===== src/rtl/input_data_info_reader.sv =====
// Read-domain consumer of the packet descriptor FIFO.
// Pops one descriptor at a time, raises a valid/ready allocation request
// toward the shared-cache scheduler, and then paces the matching number of
// cell reads out of the input data FIFO, marking the final cell.
module input_data_info_reader #(
  parameter int PORT_NUB_TOTAL         = 16,
  parameter int PRI_NUM                = 8,
  parameter int DATABUF_HIGH_LIMIT_NUM = 64,
  parameter int CRC32_LENGTH_WIDTH     = 11,
  parameter int PW                     = $clog2(PORT_NUB_TOTAL),
  parameter int QW                     = $clog2(PRI_NUM),
  parameter int CW                     = $clog2(DATABUF_HIGH_LIMIT_NUM),
  parameter int LW                     = CRC32_LENGTH_WIDTH,
  parameter int DATA_BIT               = PW + QW + CW + LW
) (
  input  logic                clk,
  input  logic                rst_n,
  input  logic [DATA_BIT-1:0] info_rd_data,
  input  logic                info_empty,
  output logic                info_rd_en,
  output logic                req_valid,
  input  logic                req_ready,
  output logic [PW-1:0]       req_port,
  output logic [QW-1:0]       req_pri,
  output logic [CW-1:0]       req_cells,
  output logic [LW-1:0]       req_len,
  input  logic                data_empty,
  input  logic                cell_ready,
  output logic                cell_rd_en,
  output logic                cell_last,
  output logic                busy,
  output logic                drop_pulse,
  output logic [15:0]         drop_cnt
);

  typedef enum logic [1:0] {
    IDLE = 2'd0,
    REQ  = 2'd1,
    XFER = 2'd2
  } state_t;

  state_t        state;

  // Descriptor fields held for the request; one stage after the pop.
  logic [PW-1:0] port_p1;
  logic [QW-1:0] pri_p1;
  logic [CW-1:0] cells_p1;
  logic [LW-1:0] len_p1;

  // Cells still to be read for the packet in flight.
  logic [CW-1:0] rem_p1;
  logic          drop_pulse_p1;
  logic [15:0]   drop_cnt_p1;

  // Head-of-FIFO descriptor decode, MSB to LSB: port, pri, cells, len.
  logic [PW-1:0] dec_port;
  logic [QW-1:0] dec_pri;
  logic [CW-1:0] dec_cells;
  logic [LW-1:0] dec_len;

  assign {dec_port, dec_pri, dec_cells, dec_len} = info_rd_data;

  // Saturating increment for the discard counter.
  function automatic logic [15:0] sat_inc16(input logic [15:0] v);
    sat_inc16 = (v == 16'hFFFF) ? v : v + 16'd1;
  endfunction

  // Pop strobe and cell strobe are combinational so a ready FIFO or a ready
  // cache write path is serviced in the same cycle. The pop is also held off
  // while reset is asserted so every output reads zero during reset.
  assign info_rd_en = rst_n & (state == IDLE) & ~info_empty;
  assign cell_rd_en = (state == XFER) & ~data_empty & cell_ready;
  assign cell_last  = cell_rd_en & (rem_p1 == CW'(1));

  assign req_valid  = (state == REQ);
  assign busy       = (state != IDLE);
  assign req_port   = port_p1;
  assign req_pri    = pri_p1;
  assign req_cells  = cells_p1;
  assign req_len    = len_p1;
  assign drop_pulse = drop_pulse_p1;
  assign drop_cnt   = drop_cnt_p1;

  // Packet sequencing: pop/decode, request handshake, then cell pacing.
  always_ff @(posedge clk or negedge rst_n) begin
    if (!rst_n) begin
      state         <= IDLE;
      port_p1       <= '0;
      pri_p1        <= '0;
      cells_p1      <= '0;
      len_p1        <= '0;
      rem_p1        <= '0;
      drop_pulse_p1 <= 1'b0;
      drop_cnt_p1   <= '0;
    end else begin
      drop_pulse_p1 <= 1'b0;
      unique case (state)
        IDLE: begin
          if (info_rd_en) begin
            port_p1  <= dec_port;
            pri_p1   <= dec_pri;
            cells_p1 <= dec_cells;
            len_p1   <= dec_len;
            // A zero-cell descriptor cannot be allocated; discard it here.
            if (dec_cells != '0) begin
              state <= REQ;
            end else begin
              drop_pulse_p1 <= 1'b1;
              drop_cnt_p1   <= sat_inc16(drop_cnt_p1);
            end
          end
        end
        REQ: begin
          if (req_ready) begin
            rem_p1 <= cells_p1;
            state  <= XFER;
          end
        end
        XFER: begin
          // rem is loaded with at least 1, so it never wraps below zero.
          if (cell_rd_en) begin
            rem_p1 <= rem_p1 - CW'(1);
            if (rem_p1 == CW'(1)) begin
              state <= IDLE;
            end
          end
        end
        default: state <= IDLE;
      endcase
    end
  end

endmodule


===== config.mk =====
export PLATFORM = sky130hd
export DESIGN_NAME = input_data_info_reader
export DESIGN_NICKNAME = d
export VERILOG_FILES = /design/src/rtl/input_data_info_reader.sv
export SDC_FILE = /design/constraint.sdc
export NUM_CORES = 1
export LEC_CHECK = 0
export ABC_AREA = 0
export BUFFER_PORTS_ARGS = -buffer_cell sky130_fd_sc_hd__buf_2
export CAP_MARGIN = 20
export CORE_UTILIZATION = 51
export CTS_BUF_LIST = sky130_fd_sc_hd__clkbuf_8
export DETAILED_ROUTE_END_ITERATION = 10
export PLACE_DENSITY = 0.81
export SLEW_MARGIN = 5
export SYNTH_ARGS = -nofsm -noshare
export SYNTH_HDL_FRONTEND = slang
export SYNTH_SLANG_ARGS = --single-unit

===== constraint.sdc =====
create_clock -name clk -period 1.97 [get_ports clk]
set_input_delay 0.197 -clock clk [delete_from_list [all_inputs] [get_ports clk]]
set_output_delay 0.197 -clock clk [all_outputs]
set_load 0.005 [all_outputs]

# Word level (Yosys, flattened, before mapping)
# Index checks and enable logic that the tools add are counted.
# totals
reg_bits	49
inputBits	30
output_inout_bits	46
wordCells	48
# classes
n_addsub	2
eq_ne	9
mux	12
bitwise_logic	9
reduce_logical	8
# op_table
cell	n
16-bit by 1-bit adder with 16-bit output (second input constant)	1
16-bit equality test (second input constant)	1
6-bit two-way mux	2
6-bit case mux with 2 select lines	1
2-bit two-way mux	5
6-bit by 1-bit equality test with 1-bit output (second input constant)	1
2-bit by 1-bit inequality test with 1-bit output (second input constant)	3
2-bit case mux with 3 select lines	1
6-bit nonzero test	1
6-bit by 1-bit subtractor with 6-bit output (second input constant)	1
1-bit bitwise AND	5
5-bit AND reduction	1
2-bit inequality test (second input constant)	2
1-bit NOT	4
4-bit AND reduction	1
2-bit nonzero test	2
1-bit two-way mux	3
3-bit AND reduction	1
2-bit by 1-bit equality test with 1-bit output (second input constant)	1
2-bit equality test (second input constant)	1
2-bit logical NOT	1
2-bit AND reduction	1

# Longest topological paths before layout
# depth
depth_word	5
ltp_mapped	6
mapped_depth_nobuf	6

# Worst setup path after synthesis
# No wires, ideal clock.
# synth_path
kind	reg-to-reg
start	reg state[1]
end	reg drop_cnt_p1[14] (netlist: drop_cnt[14])
setup_ns	0.125
arrival_time_ns	1.682
t_required_ns	1.845
setup_slack_ns	0.163
stages_incl_launch_ff	6
n_path_buf	0
period_less_slack_ns	1.807
cell_sequence	dfrtp_1 > nor4b_4 > and3_1 > nand3_1 > nor2_1 > mux2_2
# synth_between
elab_chain_len	4
# synth_lines
item	line	text
start, declared	42	state_t state;
start signal, assigned	87	state <= IDLE;
start signal, assigned	106	state <= REQ;
start signal, assigned	116	state <= XFER;
2-bit logical NOT (*)	71, 97	
1-bit bitwise AND (2 in series)	71	assign info_rd_en = rst_n & (state == IDLE) & ~info_empty;
4-bit AND reduction (no line) (*)	--	
end signal, assigned	109	drop_cnt_p1 <= sat_inc16(drop_cnt_p1);
end, declared	53	logic [15:0] drop_cnt_p1;
# Mark *: on every way between the ends. The rest lies on a longest branch, timed or not.
# A chain may end at the register's enable or synchronous reset.

# Worst setup path after layout
# layout_path
start	reg state[0]
end	out cell_last
# layout_between
elab_chain_len	4
# layout_lines
item	line	text
2-bit equality test	72	assign cell_rd_en = (state == XFER) & ~data_empty & cell_ready;
1-bit bitwise AND (2 in series)	72	
1-bit bitwise AND	73	assign cell_last = cell_rd_en & (rem_p1 == CW'(1));
end, declared	30	output logic cell_last,
# Every way passes these cells.

==> impl_metrics.json <==
{
  "status": "complete, no violations",
  "drc": 0,
  "ys_types": 30,
  "yosys.area_share.simple_pct": 13.6,
  "synth_xor_area_share_pct": 4.85,
  "ys_warn_count": 0,
  "wirelength_um": 4100,
  "root_buffer": "clkbuf_8",
  "synthTopCellsByArea": "dfrtp_1 57%, mux2_2 15%, xnor2_1 4.4%",
  "grt_usage_pct": 19.3,
  "yosysSeqAreaShare_pct": 56.6,
  "synth.top_cell.area_share_pct": 56.6,
  "cts_buffers": 5,
  "fmax_mhz": 543,
  "required_ns": 1.77,
  "min_path_type": "in2async",
  "die_w_um": 67.2,
  "gp_congestion": 0.837,
  "drv_cap": 0,
  "power_density_mw_per_mm2": 1170,
  "synth_nets": 213,
  "clock_latency_ns": 0.29,
  "dpl-instance-area_sq_mm": 0.00261,
  "reg2reg_slack_ns": 0.17,
  "worstMarginPinSlew_ns": 0.608,
  "critPathKind": "reg2out",
  "rsz0062_at_grt": "false",
  "end_kind": "output pin",
  "initial_core_util_pct": 53.8,
  "cts_sinks": 49,
  "setup_tns_ns": 0,
  "drv_slew": 0,
  "clock_skew_ns": 0.00487,
  "die-area_sq_mm": 0.00451,
  "via_per_inst": 5.25,
  "final_cell_mix": "75 x buf_2, 49 x dfrtp_1, 28 x mux2_2",
  "slew_headroom_pct": 59.5,
  "reg2reg_depth": 4,
  "synthToLayoutAreaGrowth_pct": 25.9,
  "diodes": 0,
  "postSynthCellCount": 180,
  "route.vias.total": 1638,
  "syn_avg_cell_area_sq_um": 12.0,
  "max_stage_delay_ns": 0.46,
  "setup_violations": 0,
  "crit_arrival_ns": 1.64,
  "cts_buffer_depth": 2,
  "synthMuxAreaShare_pct": 14.5,
  "core_area_sq_mm": 0.00403,
  "p_leak_nw": 1.34,
  "port_buffers": 75,
  "path_max_fanout": 5,
  "grt-ovfl-total": 0,
  "antenna_found_initial": 0,
  "cts_tree": "done",
  "synthAdderAreaFrac_pct": 1.73,
  "layout_commonest_cell": "buf_2",
  "synth_top_family_by_area": "multiplexers",
  "cp-start-kind": "flop",
  "h-tree-depth": 2,
  "synth-compound-area-share_pct": 6.52,
  "rr_endpoint": "drop_cnt[1]",
  "first_pass_iters": 4,
  "drtIter0Drc": 130,
  "ant_nets": 0,
  "fin_area_sq_mm": 0.00273,
  "placementRows": 23,
  "grt_pass1_wl_um": 6390,
  "drive_above_1_share_pct": 46.2,
  "worstPathCellList": "nor4bb_4 > buf_4 > nand4b_1 > nor2_1 > buf_2",
  "io_pins": 76,
  "ir_worst_vdd_uv": 704,
  "syn-cell-area_sq_mm": 0.00217,
  "final_nets": 294,
  "fin_util_pct": 67.7,
  "wire_per_inst_um": 13.1,
  "cp_slowest_cell": "dfrtp_1",
  "grt_max_degree": 50,
  "synth-seq-cells": 49,
  "crit-reg2reg-launch": "state[1]",
  "clkTransAtPathRegs_ns": 0.09,
  "finalCriticalPeriod_ns": 1.84,
  "hold_violations": 0,
  "fin_crit_sh_pct": 93.4,
  "die_h_um": 67.2,
  "synth_area_leader_cell": "dfrtp_1",
  "grt_pass1_vias": 1465,
  "place_hpwl_um": 2930
}
## cells by family (layout without fill, tap and decap cells)
group | Yosys count | after routing
buffers and inverters | 10 | 92
adder cells (fa/ha/maj) | 3 | 3
multiplexers | 28 | 28
XOR/XNOR | 12 | 12
flip-flops | 49 | 49
AO/OA/AOI/OAI | 23 | 23
AND/OR/NAND/NOR | 55 | 55
## synth_stat cells (all sizes together)
| cell | n |
|---|---|
| a22oi | 2 |
| xnor2 | 11 |
| xor2 | 1 |
| o21a | 1 |
| nor4b | 1 |
| o21ai | 11 |
| dfrtp | 49 |
| nand2b | 3 |
| a22o | 1 |
| clkbuf | 3 |
| nand3 | 6 |
| nor3 | 4 |
| nand2 | 13 |
| nand4b | 1 |
| nor4bb | 1 |
| o41a | 1 |
| nor4 | 2 |
| nor2 | 11 |
| nor2b | 2 |
| o21ba | 1 |
| a211oi | 1 |
| nand4 | 6 |
| or2 | 1 |
| a21oi | 5 |
| inv | 5 |
| ha | 3 |
| and3 | 4 |
| buf | 2 |
| mux2 | 28 |
## where the power goes
| part | total (mW) | switching, mW | internal, mW |
|---|---|---|---|
| combinational | 1.02 | 0.433 | 0.583 |
| sequential | 1.55 | 0.215 | 1.33 |
| clock | 0.632 | 0.315 | 0.318 |
## critical path, delay by kind of cell (launching register included)
| family | cells | cell delay [ns] |
|---|---|---|
| flops | 1 | 0.46 |
| buf+inv | 2 | 0.30 |
| simple gates | 3 | 0.59 |
## flip-flops by register name, summed over array words and instances (netlist names)
| name | count |
|---|---|
| req_pri | 3 |
| rem_p1 | 6 |
| drop_cnt | 16 |
| req_cells | 6 |
| req_port | 4 |
| state | 2 |
| drop_pulse | 1 |
| req_len | 11 |
## through the flow
step / worst slack, ns / power, mW / hold slack, ns / cells
floorplan: 0.163 / 2.13 / -0.0986 / 180
global placement: 0.237 / 2.54 / 0.365 / 304
detailed placement: 0.186 / 2.58 / 0.374 / 304
CTS: 0.0992 / 3.22 / 0.0485 / 312
global route: 0.00993 / 3.43 / 0.0741 / 312
finish: 0.130 / 3.20 / 0.00961 / 312
## worst max-delay path by stage
stage	from	cells past startpoint	end
after floorplan	state[1]	5	drop_cnt[14]
after global placement	state[1]	4	drop_cnt[1]
after detailed placement	state[1]	4	drop_cnt[1]
after CTS	state[0]	5	cell_last
after global routing	state[0]	5	cell_last
final	state[0]	5	cell_last
## final cells by class
type / count / area [sq um]
fillers: 323 / 1300
clock buffers: 7 / 96.3
flip-flops and latches: 49 / 1230
repair buffers: 79 / 405
multi-input cells: 121 / 913
clock inverters: 1 / 5.00
inverters: 5 / 18.8
well taps: 50 / 62.6
## routing by layer
layer / wire (um) / vias up / global-route usage [%]
met5: 0 / - / 0
met2: 1860 / 51 / 30.8
met4: 34 / 0 / 8.51
met1: 1960 / 782 / 24.2
met3: 249 / 4 / 5.74
li1: - / 801 / -
## repair_timing
| action | 4_1_cts | 5_1_grt |
|---|---|---|
| hold buffers | 0 | 0 |
| gates resized for setup | 0 | 3 |
| endpoints found under the setup margin | 0 | 2 |
| buffers inserted | 0 | 0 |
No activity file was read; power rests on OpenSTA's default activity.
